$ cat config.mk
export PLATFORM = sky130hd
export DESIGN_NAME = vram_arbiter
export DESIGN_NICKNAME = d
export VERILOG_FILES = /design/src/rtl/vram_arbiter.sv
export SDC_FILE = /design/constraint.sdc
export NUM_CORES = 1
export LEC_CHECK = 0
export CAP_MARGIN = 20
export CORE_ASPECT_RATIO = 0.75
export CORE_UTILIZATION = 42
export CTS_BUF_LIST = sky130_fd_sc_hd__clkbuf_8
export DETAILED_ROUTE_END_ITERATION = 10
export PLACE_DENSITY = 0.9
export SLEW_MARGIN = 30
export SYNTH_ARGS = -nofsm -noshare
export SYNTH_HDL_FRONTEND = slang
export SYNTH_SLANG_ARGS = --single-unit
export TNS_END_PERCENT = 100
$ cat constraint.sdc
create_clock -name clk -period 3.08 [get_ports clk]
set_clock_uncertainty 0.2 [all_clocks]
set_input_delay 0.462 -clock clk [delete_from_list [all_inputs] [get_ports clk]]
set_output_delay 0.462 -clock clk [all_outputs]
set_load 0.01 [all_outputs]
$ cat src/rtl/vram_arbiter.sv
`timescale 1ns/1ps
// Two-port arbiter in front of the 48K x 16 banked video RAM: it merges display
// scan-out reads with CPU reads/writes, issues one access per cycle and routes read data back.
module vram_arbiter #(
    parameter int DISP_STREAK_MAX = 8,
    parameter int VRAM_WORDS      = 49152
) (
    input  logic        clk,
    input  logic        reset_i,
    input  logic        disp_req_i,
    input  logic [15:0] disp_addr_i,
    output logic        disp_ack_o,
    output logic [15:0] disp_rdata_o,
    output logic        disp_rvalid_o,
    input  logic        cpu_valid_i,
    output logic        cpu_ready_o,
    input  logic        cpu_we_i,
    input  logic [3:0]  cpu_mask_i,
    input  logic [15:0] cpu_addr_i,
    input  logic [15:0] cpu_wdata_i,
    output logic [15:0] cpu_rdata_o,
    output logic        cpu_rvalid_o,
    output logic        vram_sel_o,
    output logic        vram_wr_en_o,
    output logic [3:0]  vram_wr_mask_o,
    output logic [15:0] vram_addr_o,
    output logic [15:0] vram_data_o,
    input  logic [15:0] vram_data_i
);

    localparam int STREAK_W = $clog2(DISP_STREAK_MAX + 1);

    // Tag travelling alongside a read so its data can be steered back to the requester.
    typedef struct packed {
        logic valid;
        logic cpu;
        logic oor;
    } rd_tag_t;

    logic [STREAK_W-1:0] streak;
    rd_tag_t             tag_s1;
    rd_tag_t             tag_s2;

    logic        disp_pri;
    logic        pick_disp;
    logic        pick_cpu;
    logic [15:0] cand_addr;
    logic        bank_block;
    logic        grant_disp;
    logic        grant_cpu;
    logic        grant_any;
    logic        grant_write;
    logic        cand_in_range;

    // NOTE: every variable driven here gets a default first, so no latch can be inferred.
    always_comb begin
        disp_pri      = 1'b0;
        pick_disp     = 1'b0;
        pick_cpu      = 1'b0;
        cand_addr     = cpu_addr_i;
        bank_block    = 1'b0;
        grant_disp    = 1'b0;
        grant_cpu     = 1'b0;
        grant_any     = 1'b0;
        grant_write   = 1'b0;
        cand_in_range = 1'b0;

        disp_pri  = disp_req_i && (streak < STREAK_W'(DISP_STREAK_MAX));
        pick_disp = disp_pri || (disp_req_i && !cpu_valid_i);
        pick_cpu  = !disp_pri && cpu_valid_i;
        if (pick_disp) begin
            cand_addr = disp_addr_i;
        end
        cand_in_range = 32'(cand_addr) < VRAM_WORDS;

        // A read on the bus now has its data muxed next cycle by the address bits [15:14]
        // driven then, so the next command must stay in that bank or wait one cycle.
        bank_block = tag_s1.valid && (cand_addr[15:14] != vram_addr_o[15:14]);

        grant_disp  = pick_disp && !bank_block && !reset_i;
        grant_cpu   = pick_cpu && !bank_block && !reset_i;
        grant_any   = grant_disp || grant_cpu;
        grant_write = grant_cpu && cpu_we_i;
    end

    assign disp_ack_o  = grant_disp;
    assign cpu_ready_o = grant_cpu;

    // NOTE: sequential state uses non-blocking assignments so all registers update together.
    always_ff @(posedge clk) begin
        if (reset_i) begin
            streak         <= '0;
            tag_s1         <= '0;
            tag_s2         <= '0;
            vram_sel_o     <= 1'b0;
            vram_wr_en_o   <= 1'b0;
            vram_wr_mask_o <= '0;
            vram_addr_o    <= '0;
            vram_data_o    <= '0;
            disp_rvalid_o  <= 1'b0;
            disp_rdata_o   <= '0;
            cpu_rvalid_o   <= 1'b0;
            cpu_rdata_o    <= '0;
        end else begin
            if (!cpu_valid_i || grant_cpu) begin
                streak <= '0;
            end else if (grant_disp) begin
                streak <= streak + 1'b1;
            end

            if (grant_any) begin
                vram_sel_o     <= cand_in_range;
                vram_wr_en_o   <= grant_write;
                vram_wr_mask_o <= grant_write ? cpu_mask_i : 4'h0;
                vram_addr_o    <= cand_addr;
                vram_data_o    <= grant_write ? cpu_wdata_i : 16'h0000;
            end else begin
                // Idle or bubble: the address holds so the pending read's bank stays selected.
                vram_sel_o     <= 1'b0;
                vram_wr_en_o   <= 1'b0;
                vram_wr_mask_o <= 4'h0;
            end

            tag_s1 <= '{valid: grant_any && !grant_write, cpu: grant_cpu, oor: !cand_in_range};
            tag_s2 <= tag_s1;

            disp_rvalid_o <= tag_s2.valid && !tag_s2.cpu;
            cpu_rvalid_o  <= tag_s2.valid && tag_s2.cpu;
            if (tag_s2.valid) begin
                if (tag_s2.cpu) begin
                    cpu_rdata_o <= tag_s2.oor ? 16'h0000 : vram_data_i;
                end else begin
                    disp_rdata_o <= tag_s2.oor ? 16'h0000 : vram_data_i;
                end
            end
        end
    end

endmodule

==> results.tsv, run 1 <==
stage	metric	value	unit
outcome	outcome	completed	
pwr	Comb pwr share	16.9	%
worst_setup_path	Req. time, crit path	2.42	ns
pwr	Sw Ratio	24.0	%
sta	FMAX	344	MHz
cts	clk sinks	82	
cts	clk buf depth	2	
floorplan	initial core utilization	44.2	%
synth	Syn Nets	425	
synth	Synth Area per Inst	8.78	um^2
pwr	switching power total	0.560	mW
floorplan	Rows	26	
cts	clock slew at reported path FFs	0.07	ns
pwr	Reg power frac	48.6	%
routing	Via-to-Cell Ratio	5.06	
synth	Post-synth EDFFs	0	
cts	hold-fix buffer count after cts	0	
sta	RSZ-0062 raised after global routing	no	
pwr	Power per Cell Area	479	mW/mm^2
flow_run	Max-cap violations	0	
synth	post-synthesis register bit count	82	
routing	Avg WL per Cell	14.3	um
global_routing	vias in the first global route	2915	
layout	Core Util, Final	70.0	%
layout	commonest non-fill, non-tap cell in the layout	clkdlybuf4s50_1	
placement	Setup WS pre-CTS	-0.246	ns
layout	FF+latch area	0.00164	mm^2
pwr	Leak	1.80	nW
layout	Area Overhead vs Synth	58.2	%
layout	Filler Cell Count	572	
floorplan	DIE AREA	0.00768	mm^2
floorplan	I/O pin count	147	
sta	Slew Viols, Final	0	
cts	TritonCTS Buffers	9	
floorplan	Core Footprint	0.00696	mm^2
synth	Synth top area share	53.3	%
pwr	clock share of power	34.5	%
pwr	peak supply drop	0.260	mV
routing	Initial DRT Pass Iterations	4	
routing	1st-iter DRT viols	75	
synth	YS warnings	0	
synth	area leader, netlist	dfxtp_1	
layout	diode count	0	
sta	Final min period	2.90	ns
synth	Seq/Total Area, Yosys	53.3	%
worst_setup_path	Crit. End Element	output port	
routing	Antenna Nets Post-Route	0	
global_routing	GRT Util Overall	22.9	%
min_path	Hold WC Path Type	flip-flop to flip-flop	
layout	Nets	571	
worst_setup_path	CP max FO	5	
cts	CTS tree	yes	
sta	worst-margin pin slew	0.787	ns
sta	final setup vio count	0	
floorplan	Die Y	76.2	um
synth	Post-Syn Area	0.00308	mm^2
synth	asr flop ratio synth	0	%
routing	vias	3027	
routing	overall routed net length	8580	um
sta	max_slew headroom	47.6	%
sta	setup TNS	0	ns
layout	multi-input logic area	0.00134	mm^2
worst_setup_path	crit path DAT	2.24	ns
synth	Post-synth top flop	dfxtp_1	
floorplan	Die Wd	101	um
layout	most frequent cells in the layout	clkdlybuf4s50_1, nand2_1, dfxtp_1	
synth	Synth cell types	36	
placement	HPWL Detailed	6280	um
cts	Root Buffer	clkbuf_8	
routing	DR DRC count	0	
sta	final period utilization	94.3	%
global_routing	first-pass GRT wire length	13800	um
global_routing	grt total ovfl	0	
sta	Fin. Hold Viols	0	
worst_setup_path	WS Path Type	primary input to output port	
cts	H-tree Lvls	3	
placement	IO buf count	146	
cts	worst-skew pair later-pin latency	0.34	ns
synth	Synth area leaders	dfxtp_1, nand2_1, a21oi_1	
sta	Setup WS post-layout	0.177	ns
global_routing	initial antenna violation count	0	
pwr	Pint	1.78	mW
synth	Mapped Cells	351	
global_routing	pin count of the biggest net entering global routing	38	
worst_setup_path	CP Launch Type	primary input	
placement	GPL Wtd Cong	0.776	
layout	layout cells sized above 1	7.40	%
-- cells by family (layout without fill, tap and decap cells) --
family                     count (synthesis)  after routing  share of synthesized area [%]
DFF                                       82             82                           53.3
AOI/OAI and AO/OA                         93             93                           20.0
adders and majority gates                  1              1                          0.406
xor gates and xnor gates                   2              2                          0.569
muxes                                      2              2                          0.650
and+or+nand+nor                          145            145                           21.5
buffers and inverters                     26            175                           3.62
-- final timing paths --
kind                           from                          end  slack, ns  cells after the start
max reg2reg  streak[3]$_SDFFE_PP0P_  vram_data_o[7]$_SDFFE_PP0P_       0.67                      7
max                      disp_req_i                   disp_ack_o       0.18                      7
min reg2reg    tag_s1[0]$_SDFF_PP0_         tag_s2[0]$_SDFF_PP0_       0.25                      1
min            tag_s1[0]$_SDFF_PP0_         tag_s2[0]$_SDFF_PP0_       0.25                      1
-- cell type report --
| class | instances | area share, % |
|---|---|---|
| Clock buffer | 9 | 2.54 |
| Clock inverter | 5 | 1.62 |
| Inverter | 2 | 0.154 |
| Multi-Input combinational cell | 243 | 27.4 |
| Sequential cell | 82 | 33.7 |
| Tap cell | 98 | 2.52 |
| Timing Repair Buffer | 159 | 32.1 |
-- power groups by stage --
stage | clock network, mW | logic [mW] | registers, mW
after floorplan | 0 | 0.147 | 1.17
after global placement | 0 | 0.383 | 1.16
after detailed placement | 0 | 0.393 | 1.16
after CTS | 0.830 | 0.396 | 1.13
after global routing | 0.878 | 0.429 | 1.14
final | 0.807 | 0.395 | 1.14
-- metal layers --
layer	share of wire (%)	vias up	global-route usage, %
met1	43	1408	26.8
met4	1.1	0	5.65
met2	48	120	39.3
met5	0	-	0
met3	7.8	9	8.53
li1	-	1490	-
-- synth_stat cells, types with 3 or more instances --
master / instances
nand2b_1: 3
and2_1: 5
a311oi_1: 14
nor2b_1: 21
a21oi_1: 51
nand2_1: 96
o21ai_0: 3
a22o_1: 16
dfxtp_1: 82
clkbuf_1: 16
nor2_1: 9
buf_2: 5
-- sequential cells by signal, indices dropped and copies added, names as in the netlist, 3 cells and up --
signal / count
cpu_rdata_o: 16
disp_rdata_o: 16
vram_addr_o: 16
tag_s2: 3
streak: 4
vram_data_o: 16
vram_wr_mask_o: 4
tag_s1: 3
-- metrics by stage --
stage               instance area, um^2  power [mW]  cells  hold slack (ns)
floorplan                          3080        1.32    351            0.214
global route                       4870        2.45    598            0.269
detailed placement                 4660        1.55    583            0.223
finish                             4870        2.34    598            0.248
CTS                                4870        2.36    598            0.246
global placement                   4660        1.54    583            0.223
-- worst max-delay path, stage by stage --
cell	delay [ns]
clkdlybuf4s50_1	0.49
a21boi_4	0.24
mux2i_2	0.28
xnor2_1	0.11
o21a_2	0.26
nor2_1	0.12
dlygate4sd2_1	0.29
-- repair_timing --
item,4_1_cts,5_1_grt
buffers inserted,1,0
resized for setup,5,0
setup endpoints to repair,2,0
(Power assumes the default switching activity.)
==> run 2, diff against run 1 <==
--- a/config.mk
+++ b/config.mk
@@ -5,7 +5,6 @@
 export SDC_FILE = /design/constraint.sdc
 export NUM_CORES = 1
 export LEC_CHECK = 0
-export CAP_MARGIN = 20
 export CORE_ASPECT_RATIO = 0.75
 export CORE_UTILIZATION = 42
 export CTS_BUF_LIST = sky130_fd_sc_hd__clkbuf_8
==> results of run 2 <==
The final DEF is identical to that of run 1; final timing and power are the same.
